==> src/rtl/dbg_pkg.sv <==
// Shared definitions for the debug readout responder: address map,
// error pattern, FSM state and decoded-region encodings.
package dbg_pkg;

    localparam int DM_BASE   = 32;
    localparam int DM_WORDS  = 256;
    localparam int CSR_BASE  = 288;
    localparam int CSR_WORDS = 16;

    localparam logic [31:0] DEAD_BEEF = 32'hDEAD_BEEF;

    typedef enum logic [2:0] {
        S_IDLE,
        S_RF_RD,
        S_CSR_RD,
        S_DM_REQ,
        S_DM_WAIT,
        S_DRAIN
    } state_t;

    typedef enum logic [1:0] {
        RGN_RF,
        RGN_DM,
        RGN_CSR,
        RGN_NONE
    } region_t;

endpackage

==> src/rtl/dbg_addr_decode.sv <==
// Combinational decode of the registered debug address into a region
// and the word index local to that region.
module dbg_addr_decode
    import dbg_pkg::*;
#(
    parameter int ADDR_W    = 10,
    parameter int DM_BASE   = dbg_pkg::DM_BASE,
    parameter int DM_WORDS  = dbg_pkg::DM_WORDS,
    parameter int CSR_BASE  = dbg_pkg::CSR_BASE,
    parameter int CSR_WORDS = dbg_pkg::CSR_WORDS
) (
    input  logic [ADDR_W-1:0] addr,
    output region_t           region,
    output logic [7:0]        idx
);

    logic [31:0] a32;

    // Region compare on a zero-extended copy; the index only needs the
    // low byte of the offset, so subtract in 8 bits.
    always_comb begin
        a32    = 32'(addr);
        region = RGN_NONE;
        idx    = '0;
        if (a32 < 32'(DM_BASE)) begin
            region = RGN_RF;
            idx    = addr[7:0];
        end else if (a32 < 32'(DM_BASE + DM_WORDS)) begin
            region = RGN_DM;
            idx    = addr[7:0] - 8'(DM_BASE);
        end else if ((a32 >= 32'(CSR_BASE)) && (a32 < 32'(CSR_BASE + CSR_WORDS))) begin
            region = RGN_CSR;
            idx    = addr[7:0] - 8'(CSR_BASE);
        end
    end

endmodule

==> src/rtl/dbg_read_port.sv <==
// Debug readout responder: fetches the word at the external address from
// the register file, data memory or CGRA CSR bank and holds it on value_o.
//
//   state     | meaning
//   ----------+-----------------------------------------------------------
//   S_IDLE    | result held; decode a new address when it appears
//   S_RF_RD   | register-file read port driven, capture next edge
//   S_CSR_RD  | CSR index driven, capture next edge
//   S_DM_REQ  | dm_req high until grant; timeout down-counter running
//   S_DM_WAIT | granted, waiting for the dm_rvalid beat
//   S_DRAIN   | address moved after grant; swallow the beat, then restart
module dbg_read_port
    import dbg_pkg::*;
#(
    parameter int ADDR_W    = 10,
    parameter int DATA_W    = 32,
    parameter int DM_BASE   = dbg_pkg::DM_BASE,
    parameter int DM_WORDS  = dbg_pkg::DM_WORDS,
    parameter int CSR_BASE  = dbg_pkg::CSR_BASE,
    parameter int CSR_WORDS = dbg_pkg::CSR_WORDS,
    parameter int TIMEOUT   = 15
) (
    input  logic              clk,
    input  logic              rst,
    input  logic [ADDR_W-1:0] address,
    output logic [DATA_W-1:0] value_o,
    output logic              value_valid_o,
    output logic              err_o,
    output logic [4:0]        rf_raddr,
    input  logic [DATA_W-1:0] rf_rdata,
    output logic              dm_req,
    output logic [7:0]        dm_addr,
    input  logic              dm_gnt,
    input  logic              dm_rvalid,
    input  logic [DATA_W-1:0] dm_rdata,
    output logic [3:0]        csr_raddr,
    input  logic [DATA_W-1:0] csr_rdata
);

    localparam int CNT_W = $clog2(TIMEOUT + 1);
    localparam logic [DATA_W-1:0] ERR_WORD = DATA_W'(DEAD_BEEF);

    state_t            state, state_nx;
    region_t           rgn;
    logic [7:0]        rgn_idx;

    logic [ADDR_W-1:0] addr_q, addr_prev;
    logic              force_q;
    logic [7:0]        idx_q;
    logic [CNT_W-1:0]  wait_left;
    logic              beat_seen;
    logic [DATA_W-1:0] value_q;
    logic              valid_q;
    logic              err_q;

    logic              new_lookup;
    logic              do_decode;
    logic              ld_val;
    logic [DATA_W-1:0] ld_data;
    logic              set_err;
    logic              cnt_dec;
    logic              mark_beat;

    dbg_addr_decode #(
        .ADDR_W    (ADDR_W),
        .DM_BASE   (DM_BASE),
        .DM_WORDS  (DM_WORDS),
        .CSR_BASE  (CSR_BASE),
        .CSR_WORDS (CSR_WORDS)
    ) u_decode (
        .addr   (addr_q),
        .region (rgn),
        .idx    (rgn_idx)
    );

    // force_q makes the post-reset lookup of address 0 happen even though
    // addr_q and addr_prev both come out of reset equal.
    assign new_lookup = force_q | (addr_q != addr_prev);

    // Read-side addresses come from the index latched at lookup start so
    // they stay stable even while addr_q is moving.
    assign rf_raddr      = idx_q[4:0];
    assign csr_raddr     = idx_q[3:0];
    assign dm_addr       = idx_q;
    assign value_o       = value_q;
    assign value_valid_o = valid_q & ~new_lookup;
    assign err_o         = err_q;

    // State register.
    always_ff @(posedge clk or posedge rst) begin
        if (rst) begin
            state <= S_IDLE;
        end else begin
            state <= state_nx;
        end
    end

    // Next-state and control; an address change outside DM_WAIT/DRAIN
    // re-decodes directly, so dm_req drops for exactly that one cycle.
    always_comb begin
        state_nx  = state;
        do_decode = 1'b0;
        ld_val    = 1'b0;
        ld_data   = value_q;
        set_err   = 1'b0;
        cnt_dec   = 1'b0;
        mark_beat = 1'b0;
        dm_req    = 1'b0;
        unique case (state)
            S_IDLE: begin
                do_decode = new_lookup;
            end
            S_RF_RD: begin
                if (new_lookup) begin
                    do_decode = 1'b1;
                end else begin
                    ld_val   = 1'b1;
                    ld_data  = rf_rdata;
                    state_nx = S_IDLE;
                end
            end
            S_CSR_RD: begin
                if (new_lookup) begin
                    do_decode = 1'b1;
                end else begin
                    ld_val   = 1'b1;
                    ld_data  = csr_rdata;
                    state_nx = S_IDLE;
                end
            end
            S_DM_REQ: begin
                if (new_lookup) begin
                    do_decode = 1'b1;
                end else if (wait_left == '0) begin
                    ld_val   = 1'b1;
                    ld_data  = ERR_WORD;
                    set_err  = 1'b1;
                    state_nx = S_IDLE;
                end else begin
                    dm_req = 1'b1;
                    if (dm_gnt) begin
                        state_nx = S_DM_WAIT;
                    end else begin
                        cnt_dec = 1'b1;
                    end
                end
            end
            S_DM_WAIT: begin
                if (new_lookup) begin
                    mark_beat = dm_rvalid;
                    state_nx  = S_DRAIN;
                end else if (dm_rvalid) begin
                    ld_val   = 1'b1;
                    ld_data  = dm_rdata;
                    state_nx = S_IDLE;
                end
            end
            S_DRAIN: begin
                do_decode = beat_seen | dm_rvalid;
            end
            default: begin
                state_nx = S_IDLE;
            end
        endcase

        if (do_decode) begin
            unique case (rgn)
                RGN_RF:  state_nx = S_RF_RD;
                RGN_DM:  state_nx = S_DM_REQ;
                RGN_CSR: state_nx = S_CSR_RD;
                default: begin
                    state_nx = S_IDLE;
                    ld_val   = 1'b1;
                    ld_data  = ERR_WORD;
                    set_err  = 1'b1;
                end
            endcase
        end
    end

    // Address pipeline, lookup bookkeeping and the held result.
    always_ff @(posedge clk or posedge rst) begin
        if (rst) begin
            addr_q    <= '0;
            addr_prev <= '0;
            force_q   <= 1'b1;
            idx_q     <= '0;
            wait_left <= '0;
            beat_seen <= 1'b0;
            value_q   <= '0;
            valid_q   <= 1'b0;
            err_q     <= 1'b0;
        end else begin
            addr_q    <= address;
            addr_prev <= addr_q;
            force_q   <= 1'b0;
            beat_seen <= mark_beat;
            if (do_decode) begin
                idx_q     <= rgn_idx;
                wait_left <= CNT_W'(TIMEOUT);
            end else if (cnt_dec) begin
                wait_left <= wait_left - 1'b1;
            end
            if (ld_val) begin
                value_q <= ld_data;
                valid_q <= 1'b1;
            end else if (new_lookup) begin
                valid_q <= 1'b0;
            end
            if (set_err) begin
                err_q <= 1'b1;
            end
        end
    end

endmodule

==> config.mk <==
export PLATFORM = sky130hd
export DESIGN_NAME = dbg_read_port
export DESIGN_NICKNAME = d
export VERILOG_FILES = /design/src/rtl/dbg_pkg.sv /design/src/rtl/dbg_addr_decode.sv /design/src/rtl/dbg_read_port.sv
export SDC_FILE = /design/constraint.sdc
export NUM_CORES = 1
export LEC_CHECK = 0
export ABC_CLOCK_PERIOD_IN_PS = 2640
export CAP_MARGIN = 40
export CELL_PAD_IN_SITES_DETAIL_PLACEMENT = 0
export CELL_PAD_IN_SITES_GLOBAL_PLACEMENT = 2
export CORE_ASPECT_RATIO = 0.8
export CORE_MARGIN = 2
export CORE_UTILIZATION = 26
export DETAILED_ROUTE_END_ITERATION = 6
export PLACE_DENSITY_LB_ADDON = 0.1
export SETUP_SLACK_MARGIN = 0.4
export SLEW_MARGIN = 10
export SYNTH_ARGS = -nofsm -noshare
export SYNTH_HDL_FRONTEND = slang
export SYNTH_SLANG_ARGS = --single-unit
==> constraint.sdc <==
create_clock -name clk -period 2.64 [get_ports clk]
set_input_delay 0.264 -clock clk [delete_from_list [all_inputs] [get_ports clk]]
set_output_delay 0.264 -clock clk [all_outputs]
set_load 0.1 [all_outputs]
==> results of run 1 <==
-- worst reg2reg max path, delay by kind of cell, from the launching register on --
family	cells	cell delay (ns)
buffers and inverters	2	0.31
xor gates and xnor gates	1	0.20
DFF	1	0.39
and+or+nand+nor	4	1.29
-- final cells by class --
class | count | area (um^2) | area share [%]
flip-flops and latches | 71 | 1780 | 28.1
clock inverters | 5 | 81.3 | 1.28
inverters | 13 | 53.8 | 0.848
repair buffers | 207 | 1900 | 29.9
well taps | 189 | 236 | 3.73
multi-input cells | 262 | 2050 | 32.4
clock buffers | 11 | 243 | 3.83
-- cells by family after synthesis --
kind of cell             Yosys count  share of synthesized area (%)
AND/OR/NAND/NOR                  107                           15.7
buffers and inverters             48                           6.14
XOR/XNOR                          13                           3.09
multiplexers                      23                           6.14
other                              1                         0.0954
AO/OA/AOI/OAI                    114                           22.7
flip-flops                        71                           45.2
adder cells (fa/ha/maj)            3                          0.955
-- state kept, by name, indices dropped and copies added (netlist names) --
name       cells
addr_prev     10
wait_left      4
dm_addr        8
value_o       32
valid_q        1
state          3
err_o          1
beat_seen      1
force_q        1
addr_q        10
-- layout by cell type (no fill, tap or decap), types with 10 or more instances in the layout --
| cell type | netlist | routed |
|---|---|---|
| sky130_fd_sc_hd__inv_1 | 13 | 11 |
| sky130_fd_sc_hd__dfrtp_1 | 70 | 68 |
| sky130_fd_sc_hd__nor2_1 | 30 | 29 |
| sky130_fd_sc_hd__clkdlybuf4s50_1 | 0 | 109 |
| sky130_fd_sc_hd__o21ai_0 | 11 | 10 |
| sky130_fd_sc_hd__buf_4 | 9 | 86 |
| sky130_fd_sc_hd__a21oi_1 | 24 | 24 |
| sky130_fd_sc_hd__nand2_1 | 17 | 17 |
| sky130_fd_sc_hd__a222oi_1 | 19 | 19 |
| sky130_fd_sc_hd__mux2i_1 | 14 | 14 |
| sky130_fd_sc_hd__a211o_1 | 14 | 14 |
| sky130_fd_sc_hd__nor3_1 | 17 | 16 |
-- where the power goes --
group	internal (mW)	switching (mW)	total, mW
Clock	0.853	0.462	1.31
Combinational	0.266	0.302	0.569
Sequential	1.12	0.0260	1.14
-- worst paths after layout --
| path | from | to | slack (ns) | depth (start not counted) |
|---|---|---|---|---|
| max reg2reg | addr_prev[0] | valid_q | 0.33 | 7 |
| min reg2reg | addr_q[3] | addr_prev[3] | 0.42 | 0 |
| min | rst | wait_left[3] | 0.31 | 3 |
| min in group clk | address[7] | addr_q[7] | 0.36 | 1 |
| max in group asynchronous | rst | force_q | 1.96 | 3 |
| max | addr_prev[0] | value_valid_o | 0.24 | 6 |
-- what timing repair did --
action,in CTS,in global routing
buffers inserted,6,11
pin swaps,7,15
resized for setup,8,23
setup endpoints to repair,32,45
gates cloned,1,2
-- routing by layer --
metal,track usage (%),vias to the layer above
met2,25.2,101
met5,0,-
met3,4.79,14
met1,23.3,1747
li1,-,1799
met4,5.07,0
-- per-stage QoR --
stage          std cells  instance area [um^2]  util, %  setup slack (ns)  hold WS (ns)
2_1_floorplan        380                  3970        -             0.402         0.295
3_3_place_gp         722                  5740     38.5             0.320         0.402
3_5_place_dp         722                  5740     38.5             0.285         0.408
4_1_cts              745                  6150     41.3             0.160         0.348
5_1_grt              758                  6340     42.5             0.124         0.355
6_report             758                  6340     42.5             0.237         0.310
==> metrics, run 1 <==
number of CTS-inserted buffers 9; met3 WL between 700 and 800 um; Critical Path Max Stage Delay 0.55 ns; Achievable Freq ~420 MHz; number of search-and-repair iterations in the first detailed-routing pass 5; Die Y-Extent 114 um; main flop type after synthesis sky130_fd_sc_hd__dfrtp_1; Post-DRT Antenna Nets 0; number of max-slew violations in the final report 0; number of buffer and inverter stages on the critical path 2; synthesis-stage register bit count 71; top-area cell type share of the netlist area between 40% and 50%; hold crit path type input pin to asynchronous set/reset pin; total detailed-routing wirelength about 13000 um; Filler cells ~1500; cell types occupying the most area after synthesis sky130_fd_sc_hd__dfrtp_1 45%, sky130_fd_sc_hd__a222oi_1 4.8%, sky130_fd_sc_hd__mux2i_1 3.6%; post-synthesis average cell area between 10 and 15 um^2; largest area contributor in the netlist sky130_fd_sc_hd__dfrtp_1; cell area after synthesis a little under 4000 um^2; maximum number of pins on one net before global-route repair 72; normalized max-slew margin roughly 65%; worst-case clock skew just under 0.007 ns; CTS sink cnt 71; largest voltage drop on the vdd net ~0.29 mV; number of synthesized flops with an enable pin 0; final critical-path required period approximately 2.4 ns; global-route wire length before repair approximately 21000 um; count of max-cap constraint violations 0; critical path data arrival time roughly 2.1 ns; series of cell instances along the critical path xor2_2, or4_4, nor3_4, buf_6, and2_4, buf_12; detailed placer's ending HPWL between 9000 and 10000 um; dominant delay contributor by cell family on the critical path simple AND/OR/NAND/NOR gates; via count of the first global-routing pass between 3000 and 4000; sequential share of the synthesized area a little under half; root buf cell sky130_fd_sc_hd__clkbuf_16; most frequent cell after synthesis sky130_fd_sc_hd__dfrtp_1; TritonCTS clock tree built; fin nets 677; global route total overflow 0; metal1 wirelength ~6400 um; number of distinct library cells after synthesis 62; Final Hold Viols 0; CTS clk-pin slew, worst paths 0.06 ns; power density over the cells around 480 nW/um^2; endpoints failing setup 0; total chip power 3.03 mW; Die Width between 100 and 150 um; final weighted congestion in routability-driven placement about 0.78; Data required, critical path between 2 and 2.5 ns; maximum level of the CTS H-tree 3; Bufs on Longest Clock Path 2; transition time at the pin with the least slew margin 0.516 ns; outcome completed; accumulated negative setup slack 0 ns; antenna violations before repair 0; fraction of layout instances using a drive strength above 1 between 30% and 40%; area overhead of the layout relative to synthesis 61.4%; share of synthesized flip-flops with an asynchronous set or reset 100%; uppermost layer routed met4; antenna diode count 0; cell at the slowest stage of the critical path sky130_fd_sc_hd__or4_4; count of mapped cells out of synthesis 380; Vias per Instance between 4 and 5; static leakage 2.56 nW; RSZ-0062 raised after global routing true; starting DRC count in detailed routing about 220; PortBufs 161; count of synthesis-stage warnings from yosys 0; number of design rule violations left after detail routing 0; number of hold buffers added after cts 0; sort of element at the start of the critical path flip-flop; nets in the synthesized netlist slightly below 500; via total after detailed routing between 3000 and 4000; routed length on met2 5900 um; routed len/inst around 18 um; Core Box Area 14900 um^2; Total Routing Usage GR between 10% and 20%; critical path endpoint category output port; initial core utilization about a quarter; period utilization just over 90%; total I/O pin count 162; row cnt 40; Die ar. 16100 um^2; classification of the worst setup path flip-flop to output port; Worst-Skew Late Latency 0.34 ns; synth cell count leaders 70 x sky130_fd_sc_hd__dfrtp_1, 30 x sky130_fd_sc_hd__nor2_1, 24 x sky130_fd_sc_hd__a21oi_1, 19 x sky130_fd_sc_hd__a222oi_1, 19 x sky130_fd_sc_hd__clkbuf_1; maximum fanout count along the critical path 3
Power figures use the tool's default switching activity.
==> run 2, diff against run 1 <==
--- a/config.mk
+++ b/config.mk
@@ -13,7 +13,7 @@
 export CORE_MARGIN = 2
 export CORE_UTILIZATION = 26
 export DETAILED_ROUTE_END_ITERATION = 6
-export PLACE_DENSITY_LB_ADDON = 0.1
+export PLACE_DENSITY = 0.84
 export SETUP_SLACK_MARGIN = 0.4
 export SLEW_MARGIN = 10
 export SYNTH_ARGS = -nofsm -noshare
==> metrics, run 2 (same netlist as run 1, synthesis figures left out) <==
root buf cell sky130_fd_sc_hd__clkbuf_16 (unchanged); via total after detailed routing 3846 (was 3661); maximum number of pins on one net before global-route repair 42 (was 72); Bufs on Longest Clock Path 2 (unchanged); number of logic stages on the critical path including buffering 10 (was 6); TritonCTS clock tree built (unchanged); number of max-slew violations in the final report 0 (unchanged); global-route wire length before repair 20000 um (was 20800 um); Die ar. 16100 um^2 (unchanged); logic depth of the worst register-to-register path 10 (was 7); Post-DRT Antenna Nets 0 (unchanged); Die Y-Extent 114 um (unchanged); hold crit path type input pin to asynchronous set/reset pin (unchanged); count of max-cap constraint violations 0 (unchanged); via count of the first global-routing pass 3807 (was 3706); RSZ-0062 raised after global routing true (unchanged); starting DRC count in detailed routing 293 (was 219); PortBufs 161 (unchanged); critical path endpoint category flip-flop (was output port); CTS sink cnt 71 (unchanged); normalized max-slew margin 53.3% (was 65.3%); Total Routing Usage GR 15.8% (was 16.7%); total detailed-routing wirelength 13200 um (was 13400 um); sort of element at the start of the critical path flip-flop (unchanged); static leakage 2.54 nW (was 2.56 nW); leading cell type in the layout, fill and taps excluded sky130_fd_sc_hd__clkdlybuf4s50_1 (unchanged); transition time at the pin with the least slew margin 0.694 ns (was 0.516 ns); flip-flop count of the largest register after layout 32 (unchanged); outcome completed (unchanged); Data required, critical path 2.86 ns (was 2.38 ns); Filler cells 1444 (was 1453); detailed placer's ending HPWL 9470 um (was 9610 um); commonest cells after routing, fill and taps aside 109 x sky130_fd_sc_hd__clkdlybuf4s50_1, 87 x sky130_fd_sc_hd__buf_4, 68 x sky130_fd_sc_hd__dfrtp_1 (was 109 x sky130_fd_sc_hd__clkdlybuf4s50_1, 86 x sky130_fd_sc_hd__buf_4, 68 x sky130_fd_sc_hd__dfrtp_1); number of hold buffers added after cts 0 (unchanged); Placed Instance Area 5710 um^2 (was 5740 um^2); global route total overflow 0 (unchanged); R2R setup slack 0.24 ns (was 0.33 ns); sequential cell area 1780 um^2 (unchanged); R2R Path Start addr_prev[6] (was addr_prev[0]); initial core utilization 26.4% (unchanged); maximum fanout count along the critical path 5 (was 3); antenna diode count 0 (unchanged); Critical Path Max Stage Delay 0.57 ns (was 0.55 ns); area overhead of the layout relative to synthesis 60.6% (was 61.4%); Final Hold Viols 0 (unchanged); routed len/inst 17.4 um (was 17.6 um); worst setup timing slack at the placement stage 0.212 ns (was 0.285 ns); final weighted congestion in routability-driven placement 0.841 (was 0.780); endpoints failing setup 0 (unchanged); number of design rule violations left after detail routing 0 (unchanged); worst-case clock skew 0.00550 ns (was 0.00683 ns); final critical-path required period 2.40 ns (about the same); total I/O pin count 162 (unchanged); Worst-Skew Late Latency 0.33 ns (was 0.34 ns); dominant delay contributor by cell family on the critical path simple AND/OR/NAND/NOR gates (unchanged); post-route design area 6310 um^2 (was 6340 um^2); most common cell type on the critical path sky130_fd_sc_hd__buf_4; Achievable Freq 418 MHz (was 416 MHz); critical path data arrival time 2.61 ns (was 2.14 ns); CTS clk-pin slew, worst paths 0.06 ns (about the same); maximum level of the CTS H-tree 3 (unchanged); row cnt 40 (unchanged); fin nets 678 (was 677); cell at the slowest stage of the critical path sky130_fd_sc_hd__or4_4 (unchanged); number of buffer and inverter stages on the critical path 5 (was 2); endpoint of the lowest-slack register-to-register path value_o[2] (was valid_q); crit path to value_o[2] (was value_valid_o); power density over the cells 445 nW/um^2 (was 477 nW/um^2); classification of the worst setup path flip-flop to flip-flop (was flip-flop to output port); multi-input combinational cell area 2070 um^2 (was 2050 um^2); period utilization 90.7% (was 91.0%); fraction of layout instances using a drive strength above 1 30.5% (was 30.1%); number of CTS-inserted buffers 9 (unchanged); Die Width 141 um (unchanged); Worst setup startpoint addr_prev[6] (was addr_prev[0]); antenna violations before repair 0 (unchanged); number of search-and-repair iterations in the first detailed-routing pass 7 (was 5); Core Box Area 14900 um^2 (unchanged); series of cell instances along the critical path xor2_2, or4_4, buf_4, buf_6, nor4_4, buf_6, buf_4, buf_4, o21bai_1, a22o_1 (was xor2_2, or4_4, nor3_4, buf_6, and2_4, buf_12); Vias per Instance 5.07 (was 4.83); final setup slack of the worst path 0.245 ns (was 0.237 ns); largest voltage drop on the vdd net 0.327 mV (was 0.293 mV); accumulated negative setup slack 0 ns (unchanged)
## run 2: through the flow
stage	hold WS (ns)	utilization, %	total power, mW	cells
after floorplan	0.295	-	1.46	380
after detailed placement	0.413	38.3	1.70	718
after global routing	0.361	42.3	2.93	759
after global placement	0.402	38.3	1.70	718
after CTS	0.360	41.2	2.82	752
final	0.331	42.3	2.81	759
## run 2: metal layers
| layer | part of all wire [%] | GRT usage [%] |
|---|---|---|
| met1 | 45 | 20.8 |
| met4 | 2.4 | 5.60 |
| met3 | 6.9 | 3.90 |
| met5 | 0 | 0 |
| met2 | 46 | 25.5 |
## run 2: worst register-to-register path, stage by stage, from the launching register on
cell and delay (ns):
sky130_fd_sc_hd__dfrtp_1 0.39, sky130_fd_sc_hd__xor2_2 0.21, sky130_fd_sc_hd__or4_4 0.57, sky130_fd_sc_hd__buf_4 0.16, sky130_fd_sc_hd__buf_6 0.12, sky130_fd_sc_hd__nor4_4 0.16
sky130_fd_sc_hd__buf_6 0.19, sky130_fd_sc_hd__buf_4 0.12, sky130_fd_sc_hd__buf_4 0.10, sky130_fd_sc_hd__o21bai_1 0.07, sky130_fd_sc_hd__a22o_1 0.20
## run 2: worst min path at each step
stage | depth (start not counted) | from | slack, ns | end
3_3_place_gp | 0 | addr_q[3] | 0.40 | addr_prev[3]
3_5_place_dp | 0 | addr_q[1] | 0.41 | addr_prev[1]
2_1_floorplan | 0 | address[0] | 0.30 | addr_q[0]
4_1_cts | 2 | rst | 0.36 | wait_left[3]
5_1_grt | 1 | address[2] | 0.36 | addr_q[2]
6_report | 2 | rst | 0.33 | wait_left[3]
## run 2: cell type report
cell class              count  share of cell area [%]
multi-input cells         263                    32.7
repair buffers            207                    30.2
flip-flops and latches     71                    28.2
well taps                 189                    3.75
clock buffers              11                    3.69
inverters                  13                   0.852
clock inverters             5                   0.555
## run 2: power by group
part	switching, mW	internal (mW)
combinational	0.305	0.270
clock	0.456	0.636
sequential	0.0253	1.12
total	0.787	2.02
## run 2: what timing repair did
action                                  4_1_cts  5_1_grt
buffers inserted                             18        5
gates resized for setup                       6       26
endpoints found under the setup margin       43       42
cloned                                        0        2
pin swaps                                     9       10
==> run 3, diff against run 2 <==
--- a/config.mk
+++ b/config.mk
@@ -12,6 +12,7 @@
 export CORE_ASPECT_RATIO = 0.8
 export CORE_MARGIN = 2
 export CORE_UTILIZATION = 26
+export CTS_CLUSTER_DIAMETER = 100
 export DETAILED_ROUTE_END_ITERATION = 6
 export PLACE_DENSITY = 0.84
 export SETUP_SLACK_MARGIN = 0.4
==> results of run 3 <==
Same layout as run 2: the final DEF is identical, and so are final timing and power.
